$ cat config.mk
export PLATFORM = sky130hd
export DESIGN_NAME = mem_access_unit_flat
export DESIGN_NICKNAME = d
export VERILOG_FILES = /design/src/rtl/mem_access_unit_pkg.sv /design/src/rtl/mem_access_unit_if.sv /design/src/rtl/mem_access_unit_mem_wb.sv /design/src/rtl/mem_access_unit.sv /design/src/flat_wrapper.sv
export SDC_FILE = /design/constraint.sdc
export NUM_CORES = 1
export LEC_CHECK = 0
export ABC_AREA = 1
export CAP_MARGIN = 20
export CORE_AREA = 2 2 134 136
export DETAILED_ROUTE_END_ITERATION = 8
export DIE_AREA = 0 0 136 138
export PLACE_DENSITY = 0.69
export SLEW_MARGIN = 30
export SYNTH_ARGS = -nofsm -noshare
export SYNTH_HDL_FRONTEND = slang
export SYNTH_SLANG_ARGS = --single-unit
$ cat constraint.sdc
create_clock -name clk -period 12.76 [get_ports clk]
set_input_delay 3.19 -clock clk [delete_from_list [all_inputs] [get_ports clk]]
set_output_delay 3.19 -clock clk [all_outputs]
set_load 0.01 [all_outputs]
$ cat src/rtl/mem_access_unit_pkg.sv
// Shared definitions for the MEM stage access unit: result-select codes,
// FSM encodings, default timeout and the packed MEM/WB register payload.
// Imported by the interface, the MEM/WB register and the top.
package mem_access_unit_pkg;

   localparam int TIMEOUT_DEF = 255;

   localparam logic [1:0] RS_ALU  = 2'b00;
   localparam logic [1:0] RS_LOAD = 2'b01;
   localparam logic [1:0] RS_PC4  = 2'b10;
   localparam logic [1:0] RS_RSVD = 2'b11;

   typedef enum logic [0:0] {
      ST_IDLE = 1'b0,
      ST_WAIT = 1'b1
   } state_t;

   typedef struct packed {
      logic        reg_write;
      logic [1:0]  result_src;
      logic [4:0]  rd;
      logic [31:0] alu_result;
      logic [31:0] read_data;
      logic [31:0] pc_plus4;
      logic        mem_err;
   } wb_t;

   // Final writeback value; the reserved select yields zero
   function automatic logic [31:0] sel_result(input wb_t w);
      logic [31:0] v;
      v = '0;
      case (w.result_src)
         RS_ALU:  v = w.alu_result;
         RS_LOAD: v = w.read_data;
         RS_PC4:  v = w.pc_plus4;
         RS_RSVD: v = '0;
         default: v = '0;
      endcase
      return v;
   endfunction

endpackage

$ cat src/rtl/mem_access_unit_if.sv
// Data-memory request bus between the MEM stage (master) and memory (slave).
// A request is held until dmem_ready; read data is valid with dmem_ready.
// Memory backpressures by withholding dmem_ready.
interface mem_access_unit_if;
   logic        dmem_req;
   logic        dmem_we;
   logic [31:0] dmem_addr;
   logic [31:0] dmem_wdata;
   logic        dmem_ready;
   logic [31:0] dmem_rdata;

   modport master (
      output dmem_req, dmem_we, dmem_addr, dmem_wdata,
      input  dmem_ready, dmem_rdata
   );

   modport slave (
      input  dmem_req, dmem_we, dmem_addr, dmem_wdata,
      output dmem_ready, dmem_rdata
   );
endinterface

$ cat src/rtl/mem_access_unit_mem_wb.sv
// MEM/WB pipeline register with asynchronous reset.
// Latency: one cycle from i_wb to o_wb.
// i_bubble replaces the captured value with an all-zero bubble.
module mem_wb_reg
   import mem_access_unit_pkg::*;
(
   input  logic clk,
   input  logic reset,
   input  logic i_bubble,
   input  wb_t  i_wb,
   output wb_t  o_wb
);

   wb_t r_wb;

   // Capture the next W contents, or a bubble while the MEM stage is stalled
   always_ff @(posedge clk or posedge reset) begin
      if (reset) begin
         r_wb <= '0;
      end else if (i_bubble) begin
         r_wb <= '0;
      end else begin
         r_wb <= i_wb;
      end
   end

   assign o_wb = r_wb;

endmodule

$ cat src/rtl/mem_access_unit.sv
// MEM stage: issues data-memory requests, waits with a bounded timeout, feeds MEM/WB.
// Latency: 1 cycle plus one per cycle dmem_ready is low; abort after TIMEOUT+1 cycles.
// Backpressure: StallM holds upstream while a request is outstanding; W gets bubbles.
module mem_access_unit
   import mem_access_unit_pkg::*;
#(
   parameter int TIMEOUT = TIMEOUT_DEF
)
(
   input  logic                      clk,
   input  logic                      reset,
   input  logic                      RegWriteM,
   input  logic                      MemWriteM,
   input  logic [1:0]                ResultSrcM,
   input  logic [31:0]               ALUResultM,
   input  logic [31:0]               WriteDataM,
   input  logic [31:0]               PCPlus4M,
   input  logic [4:0]                RdM,
   mem_access_unit_if.master         dmem,
   output logic                      StallM,
   output logic                      RegWriteW,
   output logic [1:0]                ResultSrcW,
   output logic [4:0]                RdW,
   output logic [31:0]               ALUResultW,
   output logic [31:0]               ReadDataW,
   output logic [31:0]               PCPlus4W,
   output logic [31:0]               ResultW,
   output logic                      MemErrW
);

   localparam logic [7:0] TIMEOUT_CNT = 8'(TIMEOUT);

   state_t     r_state;
   logic [7:0] r_cnt;

   logic w_mem_op;
   logic w_is_load;
   logic w_misalign;
   logic w_issue;
   logic w_timeout;
   logic w_done;
   logic w_abort;
   logic w_stall;
   logic w_fault;
   wb_t  w_wb_next;
   wb_t  w_wb;

   // A store with the load select set is still a store: no read data is used
   assign w_mem_op   = MemWriteM || (ResultSrcM == RS_LOAD);
   assign w_is_load  = !MemWriteM && (ResultSrcM == RS_LOAD);
   assign w_misalign = w_mem_op && (ALUResultM[1:0] != 2'b00);

   // Upstream is frozen by StallM, so IDLE and WAIT present the same request;
   // reset gating drops an outstanding request the moment reset asserts
   assign w_issue   = w_mem_op && !w_misalign && !reset;
   assign w_timeout = (r_state == ST_WAIT) && (r_cnt == TIMEOUT_CNT);
   assign w_done    = w_issue && dmem.dmem_ready;
   assign w_abort   = w_issue && !dmem.dmem_ready && w_timeout;
   assign w_stall   = w_issue && !dmem.dmem_ready && !w_timeout;
   assign w_fault   = w_misalign || w_abort;

   assign dmem.dmem_req   = w_issue;
   assign dmem.dmem_we    = w_issue && MemWriteM;
   assign dmem.dmem_addr  = ALUResultM;
   assign dmem.dmem_wdata = WriteDataM;
   assign StallM          = w_stall;

   // Faulted instructions still carry their fields but never write the RF
   always_comb begin
      w_wb_next            = '0;
      w_wb_next.reg_write  = RegWriteM && !w_fault;
      w_wb_next.result_src = ResultSrcM;
      w_wb_next.rd         = RdM;
      w_wb_next.alu_result = ALUResultM;
      w_wb_next.read_data  = (w_is_load && w_done) ? dmem.dmem_rdata : 32'h0;
      w_wb_next.pc_plus4   = PCPlus4M;
      w_wb_next.mem_err    = w_fault;
   end

   // Request FSM and wait counter; the counter holds the number of stalled cycles
   always_ff @(posedge clk or posedge reset) begin
      if (reset) begin
         r_state <= ST_IDLE;
         r_cnt   <= 8'd0;
      end else begin
         case (r_state)
            ST_IDLE: begin
               if (w_stall) begin
                  r_state <= ST_WAIT;
                  r_cnt   <= 8'd1;
               end
            end
            ST_WAIT: begin
               if (w_stall) begin
                  r_cnt <= r_cnt + 8'd1;
               end else begin
                  r_state <= ST_IDLE;
                  r_cnt   <= 8'd0;
               end
            end
            default: begin
               r_state <= ST_IDLE;
               r_cnt   <= 8'd0;
            end
         endcase
      end
   end

   mem_wb_reg u_mem_wb (
      .clk      (clk),
      .reset    (reset),
      .i_bubble (w_stall),
      .i_wb     (w_wb_next),
      .o_wb     (w_wb)
   );

   assign RegWriteW  = w_wb.reg_write;
   assign ResultSrcW = w_wb.result_src;
   assign RdW        = w_wb.rd;
   assign ALUResultW = w_wb.alu_result;
   assign ReadDataW  = w_wb.read_data;
   assign PCPlus4W   = w_wb.pc_plus4;
   assign MemErrW    = w_wb.mem_err;
   assign ResultW    = sel_result(w_wb);

endmodule

$ cat src/flat_wrapper.sv
// flat-port wrapper written by rule: the top's interface ports become plain ports
module mem_access_unit_flat import mem_access_unit_pkg::*;
#(
   parameter int TIMEOUT = TIMEOUT_DEF
)
  (clk, reset, RegWriteM, MemWriteM, ResultSrcM, ALUResultM, WriteDataM, PCPlus4M, RdM, StallM, RegWriteW, ResultSrcW, RdW, ALUResultW, ReadDataW, PCPlus4W, ResultW, MemErrW, dmem_dmem_req, dmem_dmem_we, dmem_dmem_addr, dmem_dmem_wdata, dmem_dmem_ready, dmem_dmem_rdata);
  mem_access_unit_if dmem_i ();
  input  logic clk;
  input  logic reset;
  input  logic RegWriteM;
  input  logic MemWriteM;
  input  logic [1:0] ResultSrcM;
  input  logic [31:0] ALUResultM;
  input  logic [31:0] WriteDataM;
  input  logic [31:0] PCPlus4M;
  input  logic [4:0] RdM;
  output logic StallM;
  output logic RegWriteW;
  output logic [1:0] ResultSrcW;
  output logic [4:0] RdW;
  output logic [31:0] ALUResultW;
  output logic [31:0] ReadDataW;
  output logic [31:0] PCPlus4W;
  output logic [31:0] ResultW;
  output logic MemErrW;
  output wire logic [$bits(dmem_i.dmem_req)-1:0] dmem_dmem_req;
  output wire logic [$bits(dmem_i.dmem_we)-1:0] dmem_dmem_we;
  output wire logic [$bits(dmem_i.dmem_addr)-1:0] dmem_dmem_addr;
  output wire logic [$bits(dmem_i.dmem_wdata)-1:0] dmem_dmem_wdata;
  input wire logic [$bits(dmem_i.dmem_ready)-1:0] dmem_dmem_ready;
  input wire logic [$bits(dmem_i.dmem_rdata)-1:0] dmem_dmem_rdata;
  assign dmem_dmem_req = dmem_i.dmem_req;
  assign dmem_dmem_we = dmem_i.dmem_we;
  assign dmem_dmem_addr = dmem_i.dmem_addr;
  assign dmem_dmem_wdata = dmem_i.dmem_wdata;
  assign dmem_i.dmem_ready = dmem_dmem_ready;
  assign dmem_i.dmem_rdata = dmem_dmem_rdata;
  mem_access_unit #(.TIMEOUT(TIMEOUT)) u_core (.clk(clk), .reset(reset), .RegWriteM(RegWriteM), .MemWriteM(MemWriteM), .ResultSrcM(ResultSrcM), .ALUResultM(ALUResultM), .WriteDataM(WriteDataM), .PCPlus4M(PCPlus4M), .RdM(RdM), .dmem(dmem_i), .StallM(StallM), .RegWriteW(RegWriteW), .ResultSrcW(ResultSrcW), .RdW(RdW), .ALUResultW(ALUResultW), .ReadDataW(ReadDataW), .PCPlus4W(PCPlus4W), .ResultW(ResultW), .MemErrW(MemErrW));
endmodule
# After elaboration in Yosys (flattened, before gate mapping)
# Index checks and enable logic that the tools add are counted.
# op_classes
n_addsub	1
n_eq_ne	6
muxes	7
bitwise	1
n_reduce_logical	22
# op_table
operator	n
one-hot mux 32 bit (4 select lines)	1
2-to-1 mux 105 bit	1
2-to-1 mux 32 bit	1
2-to-1 mux 8 bit	2
one-hot mux 8 bit (2 select lines)	1
logical AND 1 bit	12
adder 8 x 1 -> 8 bit, second input constant	1
equality test 8 bit, second input constant	1
logical NOT 1 bit	6
equality test 2 x 1 -> 1 bit, second input constant	2
equality test 2 bit, second input constant	2
logical NOT 2 bit	1
logical OR 1 bit	2
!= test 2 bit, second input constant	1
nonzero test 2 bit	1
2-to-1 mux 1 bit	1
inverter 1 bit	1
# word_totals
reg_bits	114
input_bits	140
output_inout_bits	204
wordCells	46

# Longest topological paths before layout
# depth
ltp_word	12
mapped_depth	8
mapped_depth_nobuf	8

# Cells and area by module
# A second synthesis with hierarchy kept.
# unflattened
hier_cells	697
hier_area_um2	5512.8
# by_module_without_submodules
mod	instances	cells_per_inst	area_each_um2	seq_area_each_um2
mem_wb_reg	1	328	3517.1	2627.5
mem_access_unit	1	369	1995.7	225.2

# Least setup slack after synthesis
# Ideal clock, no wire load.
# synth_timing
path_type	input to output
from	input port reset
to	output port dmem_dmem_req
arrival_ns	6.154
required_time_ns	9.570
setup_slack_ns	3.416
stages	3
path_buffers	0
path_cell_list	inv_1 > nand3_1 > nor2_1
# synth_via
elab_chain_len	2
# synth_lines
element	line_no	text
start: declaration	flat_wrapper.sv:9	input logic reset;
logical NOT 1 bit	mem_access_unit.sv:55	assign w_issue = w_mem_op && !w_misalign && !reset;
logical AND 1 bit	mem_access_unit.sv:55	
end: declaration	flat_wrapper.sv:26	output wire logic [$bits(dmem_i.dmem_req)-1:0] dmem_dmem_req;
# Every way passes these cells.

# Worst setup path after layout
# Ends and elaborated chain as after synthesis.

==> metrics.cfg <==
[run_status]
status=complete, no violations

[layout]
stdcell_count=1073
diodes=0
register_area_sq_um=2850
fin_util_pct=47.5
fin_nets=973
fillerInstances=1706
syn_to_final_growth_pct=59.0
final_layout_size_suffix_gt1_share_pct=6.04
multi_input_area_sq_um=1330

[clock_tree]
cts_sinks=114
cts_root_buf=clkbuf_16
htree_levels=4
insertion_delay_ns=0.41
hold_buffers=0
clk_pin_slew_ns=0.05
cts_setup_buffers=0
tritoncts=done
cts_resized=0
cts_buffer_depth=2
cts_buffers=17

[hold_path]
hold_end=u_core.r_cnt[6]
min-delay-start=u_core.r_cnt[6]
hp-class=flop to flop
whs_path_depth=2

[drt]
drt_wl_total_mm=16.8
num_vias=4471
dr.pass1.iters=6
initialDrtViolationCount=152
drc=0
avgRoutedWirePerCell_um=15.7
via_per_inst=4.17
antenna_left=0

[yosys]
syn_inst=615
synth-seq-cells=114
synth_area_per_cell_sq_um=8.52
yosys_warnings=0
synth_cell_types=23
ys_seq_area_share_pct=54.4
syn_nets=756
syn_area_sq_um=5240

[setup_path]
reg2reg_depth=8
crit_path_top_delay_cell=clkdlybuf4s50_1
end_kind=primary output
crit_type=input port to primary output
path_common_cell=clkdlybuf4s50_1
crit_chain=clkdlybuf4s50_1 > inv_4 > nand3_1 > nor2_1 > clkdlybuf4s50_1
critPathMaxFanout=48
path_buf_inv=3
rrSetupSlack_ns=10.57
r2r-end=u_core.u_mem_wb.o_wb[16]
worstPathRequired_ns=9.57
reg2reg_from=u_core.r_cnt[0]
worst_ep_arrival_time_ns=5.09
startpoint_type=input port
cp_top_family=buffers and inverters
max_stage_delay_ns=0.56

[timing]
period_minus_slack_ns=8.28
finalWorstSetupSlack_ns=4.48
tightest_slew_ns=0.993
final-setup-viol-count=0
hold_viol=0
fin_skew_ns=0.0159
fmaxAchievable_mhz=121
max_slew_margin_pct=33.6
rsz0062_at_grt=no
maxSlewViolCount=0
tns_ns=0
period_share_pct=64.9

[placement]
place_congestion=0.806
hpwl_mm=12.5
portBuffers=279
post-place-ws_ns=4.44
placedCellCount=1042

[power]
power_density_nw_per_um2=122
p_clk_share_pct=47.0
leakage_nw=4.05
power.switching_mw=0.232
p_int_mw=0.785
ir_drop_mv=0.0866
pwr-share-seq_pct=38.0
power_frac_comb_pct=15.0
netSwitchingFraction_pct=22.8

[floorplan]
die_w_um=136
die-area_sq_um=18800
die_y_um=138
start_util_pct=29.9
pin_count=344
row_count=49
coreArea_sq_um=17500

[global_route]
grt_antenna_before_repair=0
grtUsageTotal_pct=17.7
overflow=0
grt_max_degree=71
grt_pass1_wl_mm=24.8
grt_pass1_vias=4439

[job]
drv_cap=0

[cell type report]
| class | instances | share of cell area [%] |
|---|---|---|
| inverters | 119 | 5.40 |
| clock buffers | 26 | 5.87 |
| flip-flops and latches | 114 | 34.2 |
| repair buffers | 283 | 33.9 |
| multi-input cells | 297 | 16.0 |
| well taps | 229 | 3.44 |
| clock inverters | 5 | 1.20 |
[cells by family after synthesis]
logic type	share of synthesized area [%]
fa+ha+maj	0.239
flops	54.4
xor+xnor	0.501
simple gates	24.0
buf+inv	20.5
compound gates	0.382
[power groups by stage]
stage / Combinational (mW) / Sequential [mW] / Clock (mW)
after detailed placement: 0.154 / 0.393 / 0
after CTS: 0.154 / 0.387 / 0.488
final: 0.152 / 0.387 / 0.478
after global placement: 0.153 / 0.392 / 0
after global routing: 0.164 / 0.388 / 0.506
after floorplan: 0.0620 / 0.398 / 0
[worst max-delay path by stage]
stage,startpoint,endpoint,depth (start not counted)
2_1_floorplan,reset,dmem_dmem_req,3
6_report,reset,dmem_dmem_req,5
4_1_cts,reset,dmem_dmem_req,5
3_3_place_gp,reset,dmem_dmem_req,5
3_5_place_dp,reset,dmem_dmem_req,5
5_1_grt,reset,dmem_dmem_req,5
[state kept, by name, summed over array words and instances (netlist names)]
| name | count |
|---|---|
| u_core.r_cnt | 8 |
| u_core.r_state | 1 |
| u_core.u_mem_wb.o_wb | 105 |
[layer usage]
| metal | vias to the layer above | part of all wire, % | global-route usage, % |
|---|---|---|---|
| met2 | 211 | 52 | 31.6 |
| met4 | 0 | 2.7 | 7.13 |
| met1 | 2071 | 37 | 19.2 |
| met3 | 28 | 8.2 | 5.57 |
| met5 | - | 0 | 0 |
| li1 | 2161 | - | - |
[stage by stage]
| stage | area (sq um) | hold WS [ns] | total power [mW] |
|---|---|---|---|
| floorplan | 5240 | 0.471 | 0.460 |
| global placement | 7740 | 0.497 | 0.545 |
| detailed placement | 7740 | 0.505 | 0.547 |
| CTS | 8330 | 0.524 | 1.03 |
| global route | 8340 | 0.556 | 1.06 |
| finish | 8340 | 0.521 | 1.02 |
[synthesized netlist by cell type]
master | n | area [sq um]
o21ai_0 | 3 | 15.0
dfrtp_1 | 114 | 2850
buf_4 | 64 | 480
clkinv_2 | 1 | 5.00
nand2_1 | 127 | 477
nor2_2 | 8 | 50.1
nor2_4 | 5 | 56.3
buf_6 | 6 | 67.6
clkbuf_1 | 11 | 41.3
xor2_1 | 3 | 26.3
nor2_8 | 1 | 20.0
nand3b_1 | 2 | 15.0
nand3_2 | 1 | 10.0
inv_1 | 118 | 443
and3_1 | 1 | 6.26
buf_12 | 1 | 20.0
or2_2 | 1 | 6.26
nor2_1 | 98 | 368
ha_1 | 1 | 12.5
buf_2 | 3 | 15.0
nand3_4 | 2 | 35.0
a21oi_1 | 1 | 5.00
nand3_1 | 43 | 215
[worst reg2reg max path: stages (launching register included)]
cell,delay [ns]
dfrtp_1,0.42
ha_1,0.25
nand3_2,0.12
nor2_4,0.05
nand3_4,0.10
clkinv_2,0.11
nor2_8,0.10
buf_4,0.71
nor2_1,0.17
[layout by cell type (no fill, tap or decap)]
master	Yosys	routed
a21oi_1	1	1
and3_1	1	1
buf_4	64	3
buf_6	6	1
bufinv_16	0	3
clkbuf_1	11	6
clkbuf_16	0	17
clkbuf_8	0	3
clkdlybuf4s50_1	0	279
clkinv_2	1	3
dfrtp_1	114	114
ha_1	1	1
inv_1	118	117
inv_4	0	1
nand2_1	127	127
nand3_1	43	42
nand3_2	1	2
nand3_4	2	2
nand3b_1	2	2
nor2_1	98	97
nor2_2	8	8
nor2_4	5	6
nor2_8	1	1
o21ai_0	3	3
or2_2	1	1
xor2_1	3	3
Power figures use the tool's default switching activity.
